[config.mk]
export PLATFORM = sky130hd
export DESIGN_NAME = dmem_port_arbiter
export DESIGN_NICKNAME = d
export VERILOG_FILES = /design/src/rtl/dmem_port_arbiter.sv
export SDC_FILE = /design/constraint.sdc
export NUM_CORES = 1
export LEC_CHECK = 0
export CAP_MARGIN = 10
export CORE_AREA = 2 2 115 117
export DETAILED_ROUTE_END_ITERATION = 12
export DIE_AREA = 0 0 117 119
export SLEW_MARGIN = 20
export SYNTH_ARGS = -nofsm -noshare
export SYNTH_HDL_FRONTEND = slang
export SYNTH_SLANG_ARGS = --single-unit
[constraint.sdc]
create_clock -name i_clk -period 3.9 [get_ports i_clk]
set_input_delay 0.78 -clock i_clk [delete_from_list [all_inputs] [get_ports i_clk]]
set_output_delay 0.78 -clock i_clk [all_outputs]
set_load 0.01 [all_outputs]
[src/rtl/dmem_port_arbiter.sv]
// dmem_port_arbiter: shares one data-memory port between the MEM stage (CPU)
// and a DMA/loader requester. The CPU has priority, but DMA is forced through
// after STARVE_MAX CPU completions. Each access holds the port for MEM_LAT cycles
// and is never preempted.
module dmem_port_arbiter #(
  parameter int MEM_LAT    = 1,
  parameter int STARVE_MAX = 4
) (
  input  logic        i_clk,
  input  logic        i_reset,
  input  logic [1:0]  i_cpu_ctrl,
  input  logic [31:0] i_cpu_addr,
  input  logic [31:0] i_cpu_wdata,
  output logic [31:0] o_cpu_rdata,
  output logic        o_cpu_stall,
  input  logic        i_dma_req,
  input  logic        i_dma_we,
  input  logic [31:0] i_dma_addr,
  input  logic [31:0] i_dma_wdata,
  output logic        o_dma_gnt,
  output logic        o_dma_rvalid,
  output logic [31:0] o_dma_rdata,
  output logic [1:0]  o_mem_ctrl,
  output logic [31:0] o_mem_addr,
  output logic [31:0] o_mem_wdata,
  input  logic [31:0] i_mem_rdata
);

  localparam int CW = (MEM_LAT > 1) ? $clog2(MEM_LAT) : 1;
  localparam int SW = (STARVE_MAX > 0) ? $clog2(STARVE_MAX + 1) : 1;
  localparam logic [CW-1:0] LAST_CNT   = CW'(MEM_LAT - 1);
  localparam logic [SW-1:0] STARVE_TOP = SW'(STARVE_MAX);

  typedef enum logic [1:0] {
    ST_IDLE = 2'd0,
    ST_CPU  = 2'd1,
    ST_DMA  = 2'd2
  } state_t;

  state_t          r_state;
  logic [CW-1:0]   r_cnt;
  logic [SW-1:0]   r_starve;
  logic            r_dma_rvalid;
  logic [31:0]     r_dma_rdata;

  logic            w_idle;
  logic            w_cpu_req;
  logic [1:0]      w_cpu_cmd;
  logic [1:0]      w_dma_cmd;
  logic            w_pick_dma;
  logic            w_pick_cpu;
  logic            w_cpu_own;
  logic            w_dma_own;
  logic            w_last;
  logic            w_cpu_done;
  logic            w_dma_done;

  // Same-cycle arbitration in IDLE and port-ownership / completion decode.
  always_comb begin
    w_idle     = (r_state == ST_IDLE);
    w_cpu_req  = (i_cpu_ctrl != 2'b00);
    // {memread,memwrite}=11 is illegal; memread wins so it behaves as a load
    w_cpu_cmd  = i_cpu_ctrl[1] ? 2'b10 : i_cpu_ctrl;
    w_dma_cmd  = i_dma_we ? 2'b01 : 2'b10;
    w_pick_dma = w_idle && i_dma_req && (!w_cpu_req || (r_starve == STARVE_TOP));
    w_pick_cpu = w_idle && !w_pick_dma && w_cpu_req;
    w_cpu_own  = w_pick_cpu || (r_state == ST_CPU);
    w_dma_own  = w_pick_dma || (r_state == ST_DMA);
    // A single-cycle memory completes in the arbitration cycle itself
    w_last     = w_idle ? (MEM_LAT == 1) : (r_cnt == LAST_CNT);
    w_cpu_done = w_cpu_own && w_last;
    w_dma_done = w_dma_own && w_last;
  end

  // Memory command mux and requester-facing handshakes; reset blanks the handshakes.
  always_comb begin
    o_mem_addr  = w_dma_own ? i_dma_addr  : i_cpu_addr;
    o_mem_wdata = w_dma_own ? i_dma_wdata : i_cpu_wdata;
    if (i_reset) begin
      o_mem_ctrl  = 2'b00;
      o_cpu_stall = 1'b0;
      o_dma_gnt   = 1'b0;
      o_cpu_rdata = 32'd0;
    end else begin
      if (w_dma_own) begin
        o_mem_ctrl = w_dma_cmd;
      end else if (w_cpu_own) begin
        o_mem_ctrl = w_cpu_cmd;
      end else begin
        o_mem_ctrl = 2'b00;
      end
      o_cpu_stall = w_cpu_req && !w_cpu_done;
      o_dma_gnt   = w_dma_done;
      o_cpu_rdata = w_cpu_own ? i_mem_rdata : 32'd0;
    end
  end

  // Access sequencer, starvation counter and registered DMA read return.
  always_ff @(posedge i_clk) begin
    if (i_reset) begin
      r_state      <= ST_IDLE;
      r_cnt        <= '0;
      r_starve     <= '0;
      r_dma_rvalid <= 1'b0;
      r_dma_rdata  <= 32'd0;
    end else begin
      r_dma_rvalid <= w_dma_done && !i_dma_we;
      if (w_dma_done && !i_dma_we) begin
        r_dma_rdata <= i_mem_rdata;
      end

      case (r_state)
        ST_IDLE: begin
          if ((MEM_LAT > 1) && w_pick_dma) begin
            r_state <= ST_DMA;
            r_cnt   <= CW'(1);
          end else if ((MEM_LAT > 1) && w_pick_cpu) begin
            r_state <= ST_CPU;
            r_cnt   <= CW'(1);
          end else begin
            r_cnt   <= '0;
          end
        end
        ST_CPU, ST_DMA: begin
          if (w_last) begin
            r_state <= ST_IDLE;
            r_cnt   <= '0;
          end else begin
            r_cnt   <= r_cnt + CW'(1);
          end
        end
        default: begin
          r_state <= ST_IDLE;
          r_cnt   <= '0;
        end
      endcase

      // Starvation: cleared when DMA is chosen or not waiting, bumped per CPU win
      if (w_pick_dma) begin
        r_starve <= '0;
      end else if (w_idle && !i_dma_req) begin
        r_starve <= '0;
      end else if (w_cpu_done && i_dma_req && (r_starve < STARVE_TOP)) begin
        r_starve <= r_starve + SW'(1);
      end
    end
  end

  assign o_dma_rvalid = r_dma_rvalid;
  assign o_dma_rdata  = r_dma_rdata;

endmodule
; After elaboration in Yosys (flattened, before gate mapping)
; Index checks and enable logic that the tools add are counted.
[word_totals]
ff_bits = 39
in_bits = 166
output_inout_bits = 133
elab_cells = 54
[classes]
n_addsub = 2
order_cmp = 1
eq_ne = 4
muxes = 14
n_bitwise = 3
reduce_logical = 25
[op_table]
columns = op, n
row1 = $mux 32, 4
row2 = $mux 2, 6
row3 = $logic_and 1x1->1, 11
row4 = $reduce_or 3->1, 2
row5 = $logic_not 1->1, 5
row6 = $pmux 2 s2, 1
row7 = $add 3x1->3 const B, 1
row8 = $eq 3x3->1 const B, 1
row9 = $logic_or 1x1->1, 3
row10 = $lt 3x3->1 const B, 1
row11 = $mux 1, 3
row12 = $not 1->1, 3
row13 = $eq 2x1->1 const B, 1
row14 = $eq 2x2->1 const B, 1
row15 = $logic_not 2->1, 1
row16 = $ne 2x2->1 const B, 1
row17 = $reduce_and 2->1, 1
row18 = $reduce_bool 2->1, 1
row19 = $reduce_or 2->1, 1
row20 = $add 1x1->1 const B, 1

; Logic depth before layout (Yosys ltp)
[depth]
ltp_word = 12
depth_mapped = 7
ltp_nobuf = 5

; Worst setup path after synthesis
; No wires, ideal clock.
[synth_path]
path_kind = input to output
start = in i_cpu_ctrl[0]
end = out o_mem_addr[24]
arrival_time_ns = 1.677
setup_slack_ns = 1.443
stages = 5
n_path_buf = 2
path_cell_list = o2bb2ai_4 > nand2_2 > buf_6 > buf_6 > mux2_4
[synth_between]
elab_chain_cells = 6
[synth_lines]
columns = element, line_no
row1 = start: declaration, 11  ; input logic [1:0] i_cpu_ctrl,
row2 = $reduce_bool 2->1, 61  ; w_cpu_req = (i_cpu_ctrl != 2'b00);
row3 = $logic_not 1->1, 65  ; w_pick_dma = w_idle && i_dma_req && (!w_cpu_req || (r_starve == STARVE_TOP));
row4 = $logic_or 1x1->1, 65
row5 = $logic_and 1x1->1, 65
row6 = $logic_or 1x1->1, 68  ; w_dma_own = w_pick_dma || (r_state == ST_DMA);
row7 = $mux 32, 77  ; o_mem_addr = w_dma_own ? i_dma_addr : i_cpu_addr;
row8 = end: declaration, 24  ; output logic [31:0] o_mem_addr,
; No other way between the ends.

; Worst setup path in the final report
[layout_path]
start = in i_cpu_ctrl[1]
end = out o_mem_addr[19]
; Same word-level chain as after synthesis.

==> results by group <==
Clock tree
  • Clock tree buffer depth: 2
  • Post-CTS setup buffer count: 0
  • Root buffer cell: clkbuf_16
  • CTS Hold Bufs: 0
  • CTS tree: done
  • H-tree levels: 2
  • Worst skew pair latency: 0.28 ns
  • Num CTS Buffers: 5
  • Clock transition at path regs: 0.05 ns
  • Post_cts resized: 0
  • Sink Count: 36

Synth
  • Yosys top cell area share: 0.2735
  • Synthesized flop and latch total: 36
  • Mean Syn Cell Area: 9.118 um2
  • Area leader, netlist: dfxtp_1
  • Synth area leaders: dfxtp_1 27%, mux2_4 22%, mux2_2 11%
  • Warnings from Yosys: 0
  • Net Count, Synth: 457
  • Register area share after synthesis: 0.2735
  • Post-synthesis cell count: 289
  • Syn Std Cell Area: 2635 um2
  • Post-synthesis cell type count: 25

Final layout
  • Finished Layout Cells: 755
  • Area of the multi-input gates: 1769 um2
  • Post-route cell area: 5957 um2
  • Layout area overhead: 126.1%
  • Net count, final: 745
  • Fin util: 0.4627
  • Layout cells sized above 1: 0.1540
  • Reg area: 720.7 um2
  • Number of fillers in the final layout: 1,273

GRT
  • GRT Util Overall: 0.1891
  • Grt total ovfl: 0
  • Vias in the first global route: 3,255
  • Global-route wire length before repair: 19.82 mm
  • Initial antenna violation count: 1
  • Pin count of the biggest net entering global routing: 40

Critical path
  • Cell mode on critical path: clkdlybuf4s50_1
  • R2R Path Start: r_starve[0]
  • Reg-to-reg slack, setup: 2.19 ns
  • Setup CP Type: in -> out
  • Startpoint Class: primary input
  • WP data required: 3.12 ns
  • R2R depth: 6
  • Cell chain of the critical path: clkdlybuf4s50_1 -> o2bb2ai_4 -> nand2_4 -> buf_4 -> mux2_2 -> clkdlybuf4s50_1
  • Crit path max-delay family: buffers and inverters
  • CP arrival: 2.83 ns
  • Largest stage delay on the critical path: 0.63 ns
  • Crit. End Element: primary output
  • Critical path startpoint: i_cpu_ctrl[1]
  • R2r endpoint: r_starve[0]
  • Slowest-stage cell, CP: clkdlybuf4s50_1
  • CP endpoint: o_mem_addr[19]
  • WP buf/inv: 3
  • Levels on crit path: 6
  • Critical path peak fanout: 14

STA
  • Final Hold Viols: 0
  • Final setup vio count: 0
  • Fin. max-slew vios: 0
  • Setup ws final: 0.2916 ns
  • Fin Setup TNS: 0 ns
  • Max frequency: 277.1 MHz
  • Hold slack: 0.4722 ns
  • Relative slew slack: 0.7192
  • RSZ-0062 raised after global routing: no
  • Tightest Pin Transition: 0.4212 ns
  • Clock Skew: 0.004408 ns
  • Ratio of final minimum period to clock period: 0.9252
  • Final Critical Period: 3.608 ns

Die
  • Core ar.: 12,870 um2
  • Starting Density: 0.2047
  • Die ar.: 13,920 um2
  • Chip height: 119 um
  • Num ports: 299
  • Die width: 117 um
  • Rows: 42

Flow run
  • Max-cap viol count: 0

Routing
  • Detailed-route wire length: 14.28 mm
  • Initial DRT Pass Iterations: 4
  • DRC: 0
  • Routed vias: 3,374
  • Remaining antenna violation count: 0
  • Iter 0 DRT Violations: 109
  • WL per Instance: 18.92 um
  • Via density: 4.469

Pwr
  • Worst vdd ir: 132.6 uV
  • Comb power frac: 0.415
  • Clk pwr share: 0.296
  • Switch share: 0.2635
  • Sequential share of power: 0.289
  • Internal power: 966.1 uW
  • Tot Pwr: 1.312 mW
  • Switching pwr: 345.7 uW
  • Leak Pwr: 2.270 nW
  • Power Dens Cells: 220.2 nW/um2

Worst hold path
  • HP Class: reg -> reg

Placement
  • Global placement routability congestion: 0.8198
  • DP Cell Count: 745
  • Pre-CTS setup slack: 0.3032 ns
  • IO Port Bufs: 298
  • DP Wirelength: 11.52 mm
  • Post-DP Area: 5802 um2

Outcome
  • Status: completed
==> kinds of logic (layout without fill, tap and decap cells) <==
group	after synthesis	after routing	share of synthesized area
mux	64	64	0.3276
buf+inv	30	319	0.06030
flops	36	36	0.2735
other cells	0	1	0
compound gates	75	75	0.1562
fa+ha+maj	2	2	0.009495
simple gates	82	82	0.1728
==> area by class of cell <==
cell class | count | share of cell area
diodes | 1 | 0.0004201
clock buffers | 7 | 0.02226
clock inverters | 1 | 0.001470
inverters | 3 | 0.001890
multi-input cells | 223 | 0.2970
flip-flops and latches | 36 | 0.1210
well taps | 176 | 0.03697
repair buffers | 308 | 0.5190
==> sequential cells by signal, summed over array words and instances (netlist names) <==
signal	flops
r_starve	3
o_dma_rdata	32
o_dma_rvalid	1
==> how the worst min path moves through the flow <==
stage | to | cells past startpoint | startpoint
finish | o_dma_rdata[23] | 2 | o_dma_rdata[23]
CTS | o_dma_rdata[24] | 2 | o_dma_rdata[24]
global placement | o_dma_rdata[31] | 2 | o_dma_rdata[31]
detailed placement | o_dma_rdata[24] | 2 | o_dma_rdata[24]
global route | o_dma_rdata[23] | 2 | o_dma_rdata[23]
floorplan | r_starve[0] | 2 | r_starve[0]
==> power by group through the flow <==
stage | registers [mW] | logic, mW | clock network [mW]
5_1_grt | 0.380 | 0.575 | 0.416
6_report | 0.379 | 0.545 | 0.388
3_3_place_gp | 0.387 | 0.546 | 0
2_1_floorplan | 0.391 | 0.178 | 0
4_1_cts | 0.379 | 0.551 | 0.401
3_5_place_dp | 0.387 | 0.545 | 0
==> metal layers <==
metal | vias to the layer above | track usage | share of wire
li1 | 1604 | - | -
met1 | 1576 | 0.2164 | 0.38
met2 | 179 | 0.3237 | 0.48
met3 | 15 | 0.07379 | 0.11
met4 | 0 | 0.05294 | 0.024
met5 | - | 0 | 0
==> layout by cell type (no fill, tap or decap), drive strengths merged <==
cell             n
a21oi           36
a2bb2oi          1
a311oi           1
and2            32
buf             13
clkbuf           7
clkdlybuf4s50  295
clkinv           1
dfxtp           36
diode            1
ha               2
inv              3
mux2            64
nand2            2
nand2b           2
nand3           35
nor2             4
nor2b            3
nor3             1
nor4             1
o21ai           36
o2bb2ai          1
or2              1
or3              1
==> cells in the mapped netlist <==
master and number:
a21oi_1 36, clkbuf_2 3, or3_1 1, ha_1 2, buf_2 4, a311oi_2 1, nor3_1 1, nor4_1 1
nor2_1 4, inv_1 3, nor2b_1 3, o2bb2ai_4 1, mux2_4 38, a2bb2oi_1 1, buf_6 5, nand2_2 1
or2_2 1, nand3_1 35, clkbuf_1 15, nand2_1 1, dfxtp_1 36, nand2b_1 2, mux2_2 26, o21ai_0 36
and2_1 32
==> tightest hold or removal path, cell delays in order, from the launching register on <==
cell	delay [ns]
dfxtp_1	0.30
o21ai_0	0.06
a21oi_1	0.06
Note: power is estimated with default switching activity, not from simulation.
